==> config.mk <==
export PLATFORM = sky130hd
export DESIGN_NAME = simon_serial_ctrl
export DESIGN_NICKNAME = d
export VERILOG_FILES = /design/src/rtl/simon_serial_ctrl.sv
export SDC_FILE = /design/constraint.sdc
export NUM_CORES = 1
export LEC_CHECK = 0
export ABC_AREA = 1
export BUFFER_PORTS_ARGS = -buffer_cell sky130_fd_sc_hd__buf_2
export CORE_MARGIN = 2
export CORE_UTILIZATION = 52
export DETAILED_ROUTE_END_ITERATION = 16
export PLACE_DENSITY = 0.75
export SETUP_SLACK_MARGIN = 0.15
export SKIP_LAST_GASP = 1
export SYNTH_ARGS = -nofsm -noshare
export SYNTH_HDL_FRONTEND = slang
export SYNTH_SLANG_ARGS = --single-unit
==> constraint.sdc <==
create_clock -name clk -period 1.6 [get_ports clk]
set_clock_uncertainty 0.15 [all_clocks]
set_input_delay 0.08 -clock clk [delete_from_list [all_inputs] [get_ports clk]]
set_output_delay 0.08 -clock clk [all_outputs]
set_load 0.01 [all_outputs]
==> src/rtl/simon_serial_ctrl.sv <==
// Control sequencer for the bit-serial Simon 128/128 core: idle, serial load, 68 rounds, serial drain.
// Optional abort input is enabled by defining SIMON_CTRL_ABORT_EN.
module simon_serial_ctrl #(
    parameter int unsigned ROUNDS    = 68,
    parameter int unsigned LOAD_BITS = 256,
    parameter int unsigned OUT_BITS  = 128
) (
    input  logic       clk,
    input  logic       reset,
    input  logic       start,
    input  logic       in_valid,
    output logic       in_ready,
    output logic       out_valid,
    input  logic       out_ready,
`ifdef SIMON_CTRL_ABORT_EN
    input  logic       abort,
`endif
    output logic [1:0] data_rdy,
    output logic [5:0] bit_counter,
    output logic [6:0] round_idx,
    output logic       out_shift,
    output logic       busy,
    output logic       done
);

    localparam int unsigned LOAD_W  = $clog2(LOAD_BITS);
    localparam int unsigned OUT_W   = $clog2(OUT_BITS);
    localparam int unsigned BIT_W   = 6;
    localparam int unsigned ROUND_W = 7;

    localparam logic [1:0] PH_IDLE = 2'd0;
    localparam logic [1:0] PH_HOLD = 2'd1;
    localparam logic [1:0] PH_LOAD = 2'd2;
    localparam logic [1:0] PH_RUN  = 2'd3;

    localparam logic [LOAD_W-1:0]  LOAD_LAST  = LOAD_W'(LOAD_BITS - 1);
    localparam logic [OUT_W-1:0]   OUT_LAST   = OUT_W'(OUT_BITS - 1);
    localparam logic [ROUND_W-1:0] ROUND_LAST = ROUND_W'(ROUNDS - 1);
    localparam logic [BIT_W-1:0]   BIT_LAST   = BIT_W'(63);

    typedef enum logic [1:0] {
        IDLE,
        LOAD,
        RUN,
        DRAIN
    } state_t;

    state_t             state;
    logic [LOAD_W-1:0]  load_cnt;
    logic [OUT_W-1:0]   out_cnt;
    logic [BIT_W-1:0]   run_bit;
    logic               abort_hit;

`ifdef SIMON_CTRL_ABORT_EN
    assign abort_hit = abort && (state != IDLE);
`else
    assign abort_hit = 1'b0;
`endif

    // Handshake strobes depend on state only, so no in_valid/out_ready -> ready/valid path exists.
    always_comb begin
        in_ready    = 1'b0;
        out_valid   = 1'b0;
        out_shift   = 1'b0;
        data_rdy    = PH_IDLE;
        bit_counter = '0;
        case (state)
            IDLE: begin
                data_rdy = PH_IDLE;
            end
            LOAD: begin
                in_ready    = 1'b1;
                data_rdy    = in_valid ? PH_LOAD : PH_HOLD;
                bit_counter = BIT_W'(load_cnt);
            end
            RUN: begin
                data_rdy    = PH_RUN;
                bit_counter = run_bit;
            end
            DRAIN: begin
                out_valid   = 1'b1;
                out_shift   = out_ready;
                data_rdy    = PH_HOLD;
                bit_counter = BIT_W'(out_cnt);
            end
            default: begin
                data_rdy = PH_IDLE;
            end
        endcase
    end

    // Sequencer state and counters; every path back to IDLE leaves all counters cleared.
    always_ff @(posedge clk) begin
        if (!reset) begin
            state     <= IDLE;
            load_cnt  <= '0;
            out_cnt   <= '0;
            run_bit   <= '0;
            round_idx <= '0;
            busy      <= 1'b0;
            done      <= 1'b0;
        end else if (abort_hit) begin
            state     <= IDLE;
            load_cnt  <= '0;
            out_cnt   <= '0;
            run_bit   <= '0;
            round_idx <= '0;
            busy      <= 1'b0;
            done      <= 1'b0;
        end else begin
            done <= 1'b0;
            case (state)
                IDLE: begin
                    if (start) begin
                        state    <= LOAD;
                        load_cnt <= '0;
                        busy     <= 1'b1;
                    end
                end
                LOAD: begin
                    if (in_valid) begin
                        if (load_cnt == LOAD_LAST) begin
                            state     <= RUN;
                            load_cnt  <= '0;
                            run_bit   <= '0;
                            round_idx <= '0;
                        end else begin
                            load_cnt <= load_cnt + LOAD_W'(1);
                        end
                    end
                end
                RUN: begin
                    run_bit <= run_bit + BIT_W'(1);
                    if (run_bit == BIT_LAST) begin
                        if (round_idx == ROUND_LAST) begin
                            state   <= DRAIN;
                            out_cnt <= '0;
                        end else begin
                            round_idx <= round_idx + ROUND_W'(1);
                        end
                    end
                end
                DRAIN: begin
                    if (out_ready) begin
                        if (out_cnt == OUT_LAST) begin
                            state     <= IDLE;
                            out_cnt   <= '0;
                            run_bit   <= '0;
                            round_idx <= '0;
                            busy      <= 1'b0;
                            done      <= 1'b1;
                        end else begin
                            out_cnt <= out_cnt + OUT_W'(1);
                        end
                    end
                end
                default: begin
                    state <= IDLE;
                    busy  <= 1'b0;
                end
            endcase
        end
    end

endmodule

==> metrics.md <==
| Metric | Value |
|---|---|
| Count of buffers from port buffering | `24` |
| Max FO, Critical Path | `5` |
| Clock sink count | `32` |
| Placed cell area | `2770 um^2` |
| Num ports | `25` |
| Final critical path time including I/O delays and setup | `1.89 ns` |
| TritonCTS clock tree | `done` |
| Effective utilization at floorplan | `53.1%` |
| Clock insertion delay at the later pin of the skew report | `0.30 ns` |
| Most area-consuming cells after synthesis | `sky130_fd_sc_hd__dfxtp_1 (31%), sky130_fd_sc_hd__nand2_1 (15%), sky130_fd_sc_hd__nand3_1 (7.4%)` |
| Site row count | `23` |
| Initial DRC count | `385` |
| Worst endpoint data arrival time | `1.66 ns` |
| H-tree level count | `2` |
| Hold violation total from the final report | `0` |
| Antenna-violating nets left | `0` |
| Kind of start point of the critical path | `flip-flop` |
| Height of the die | `67.4 um` |
| Hpwl dp | `4.08 mm` |
| Cell taking the most area after synthesis | `sky130_fd_sc_hd__dfxtp_1` |
| DR vias | `2794` |
| CORE AREA | `3940 um^2` |
| Global Route Usage Sum | `32.6%` |
| Synth Net Count | `333` |
| Count of flip-flops with a built-in enable after synthesis | `0` |
| Number of warnings reported in the yosys synthesis log | `0` |
| Maximum clock rate | `529 MHz` |
| Via count of the first global-routing pass | `2413` |
| Largest incremental delay on the critical path | `0.39 ns` |
| IR drop worst, VDD | `0.000918 V` |
| Hold Worst Slack | `0.0342 ns` |
| Number of standard cells after synthesis | `319` |
| CP delay by family, top | `buffers and inverters` |
| Die X | `67.4 um` |
| Critical path's slowest cell | `sky130_fd_sc_hd__dfxtp_4` |
| Total Routed Length | `8.63 mm` |
| Total die area | `4550 um^2` |
| DRC errors left | `0` |
| Commonest cells in the synthesized netlist | `sky130_fd_sc_hd__nand2_1 (82), sky130_fd_sc_hd__inv_1 (40), sky130_fd_sc_hd__nor2_1 (40)` |
| Average via count per standard cell | `6.05` |
| Synth top area share | `30.6%` |
| Clock buffers created by TritonCTS | `5` |
| Diode count | `0` |
| Endpoint kind of the worst setup timing path | `output port` |
| Cell area power density | `1310 nW/um^2` |
| Worst rel slew slack | `60.2%` |
| Maximum clock path buffer count | `2` |
| Average instance area after synthesis | `6.56 um^2` |
| Root Driver | `sky130_fd_sc_hd__clkbuf_8` |
| Post-detailed-route wirelength per cell | `18.7 um` |
| Global-route wire length before repair | `11.0 mm` |
| Number of distinct library cell variants in the gate-level netlist after synthesis | `34` |
| Leakage Power | `1.56 nW` |
| Initial antenna violation count | `0` |
| Final-report max-slew violation count | `0` |
| Pin count of the biggest net entering global routing | `13` |
| Number of nets in the final layout | `425` |
| CTS clock-pin slew for the worst setup and hold paths | `0.08 ns` |
| Post-synth ARST share | `0%` |
| Syn Std Cell Area | `2090 um^2` |
| Category of the critical setup timing path | `reg -> out` |
| Detailed-router iteration count before antenna repair | `5` |
| Reported max-cap violation count | `0` |
| Number of flip-flops and latches in the synthesized netlist | `32` |
| Final instance count without filler cells | `462` |
| Slew at the pin closest to its max-slew limit | `0.596 ns` |
| Dominant synthesized flop cell | `sky130_fd_sc_hd__dfxtp_1` |
| Seq/Total Area, Yosys | `30.6%` |
| Share of cells above drive strength 1 | `47.6%` |
| Endpoint required time on the critical path | `1.37 ns` |
| Failing checks | `setup timing` |
| Total power of the final layout | `4.45 mW` |
| Hold Path Class | `in -> reg` |
| Count of placed standard cells including taps | `435` |
| Most numerous cell in the Yosys netlist | `sky130_fd_sc_hd__nand2_1` |
| Unrepaired setup endpoints after global routing | `true` |
| Share of the cycle needed by the critical path after routing | `118%` |
| Final-report setup violation count | `39` |
| Final cell area excluding filler cells | `3390 um^2` |
| Worst path bufs/invs | `5` |
| Total congestion overflow after global routing | `0` |
| Result of the run | `finished with violations` |
| Final GP Congestion | `0.868` |
| Post-layout utilization of the core | `86.1%` |
| Most common cell type on the critical path | `sky130_fd_sc_hd__buf_6` |
| Setup slack of the critical path after layout | `-0.291 ns` |
| Worst-path cell chain | `buf_6 > ha_4 > inv_2 > buf_6 > o221ai_2 > nand2_1 > inv_1 > buf_2` |
| Area growth from synthesis to layout | `62.1%` |
| Layout fillers | `192` |
-- logic make-up (layout without fill, tap and decap cells) --
group,count (synthesis),count (layout),share of synthesized area (%)
AND/OR/NAND/NOR,175,179,38.2
flip-flops,32,32,30.6
adder cells (fa/ha/maj),9,9,5.38
XOR/XNOR,4,4,1.67
buffers and inverters,50,139,10.6
AO/OA/AOI/OAI,49,49,13.6
-- registers in the layout, summed over array words and instances (netlist names) --
register,count
state,2
round_idx,7
run_bit,6
busy,1
load_cnt,8
out_cnt,7
done,1
-- worst register-to-register path, cell delays in order, from the launching register on --
cell and delay [ns]:
sky130_fd_sc_hd__dfxtp_4 0.37, sky130_fd_sc_hd__buf_6 0.12, sky130_fd_sc_hd__ha_4 0.18, sky130_fd_sc_hd__buf_6 0.13
sky130_fd_sc_hd__o21ai_4 0.07, sky130_fd_sc_hd__nand3_4 0.22, sky130_fd_sc_hd__nor2_4 0.26, sky130_fd_sc_hd__nand2_1 0.10
sky130_fd_sc_hd__nand2_1 0.07, sky130_fd_sc_hd__nor2_1 0.05
-- cell type report --
cell class | instances | area, um^2 | area share, %
clock buffer | 8 | 90.1 | 2.65
inverter | 41 | 170 | 5.01
multi-input combinational | 241 | 1660 | 48.8
sequential | 32 | 659 | 19.4
tap | 50 | 62.6 | 1.84
timing repair buffer | 90 | 756 | 22.3
-- repair_timing --
| item | CTS | global route |
|---|---|---|
| gates cloned | 5 | 0 |
| hold buffers | 1 | 0 |
| resized for setup | 49 | 47 |
| endpoints found under the setup margin | 40 | 43 |
| pin swaps | 38 | 29 |
| endpoints found under the hold margin | 7 | 0 |
| setup buffers | 13 | 0 |
-- where the power goes --
| group | internal [mW] | switching [mW] | total [mW] |
|---|---|---|---|
| Clock | 0.351 | 0.328 | 0.679 |
| Sequential | 0.905 | 0.0888 | 0.994 |
| Combinational | 1.16 | 1.62 | 2.77 |
| Total | 2.41 | 2.04 | 4.45 |
-- metal layers --
metal / wire [um] / global-route usage, % / vias to the layer above
met3: 849 / 6.17 / 62
met1: 3190 / 39.0 / 1279
met5: 0 / 0 / -
met4: 577 / 19.4 / 0
met2: 4010 / 54.1 / 229
li1: - / - / 1224
-- layout by cell type (no fill, tap or decap), types with 4 or more instances in the layout --
cell / Yosys / final
sky130_fd_sc_hd__inv_2: 0 / 8
sky130_fd_sc_hd__a21oi_2: 1 / 7
sky130_fd_sc_hd__nand2_2: 1 / 16
sky130_fd_sc_hd__nor2_1: 40 / 34
sky130_fd_sc_hd__nand3_2: 3 / 14
sky130_fd_sc_hd__inv_1: 40 / 29
sky130_fd_sc_hd__dfxtp_4: 0 / 4
sky130_fd_sc_hd__nand3_1: 31 / 18
sky130_fd_sc_hd__clkbuf_8: 1 / 6
sky130_fd_sc_hd__nor2_4: 1 / 9
sky130_fd_sc_hd__buf_2: 1 / 20
sky130_fd_sc_hd__dfxtp_1: 32 / 25
sky130_fd_sc_hd__nand2_1: 82 / 59
sky130_fd_sc_hd__buf_6: 0 / 18
sky130_fd_sc_hd__o21ai_1: 1 / 6
sky130_fd_sc_hd__o21ai_0: 13 / 4
sky130_fd_sc_hd__nand2_4: 3 / 11
sky130_fd_sc_hd__a21oi_1: 26 / 20
sky130_fd_sc_hd__buf_4: 3 / 46
sky130_fd_sc_hd__ha_4: 0 / 6
-- per-stage QoR --
| step | setup WS (ns) | TNS (ns) |
|---|---|---|
| after global placement | -0.0743 | -0.819 |
| after global routing | -0.311 | -9.35 |
| final | -0.291 | -7.22 |
| after CTS | -0.177 | -4.18 |
| after floorplan | -0.00362 | -0.00584 |
| after detailed placement | -0.0980 | -1.45 |
-- path summary, 6_finish.rpt --
kind	startpoint	end	slack [ns]	depth (start not counted)
worst max register to register	state[0]	run_bit[4]	-0.26	9
worst min register to register	busy	busy	0.33	2
worst min-delay path	out_ready	done	0.03	4
worst max-delay path	state[0]	bit_counter[3]	-0.29	8
Note: power is estimated with default switching activity, not from simulation.
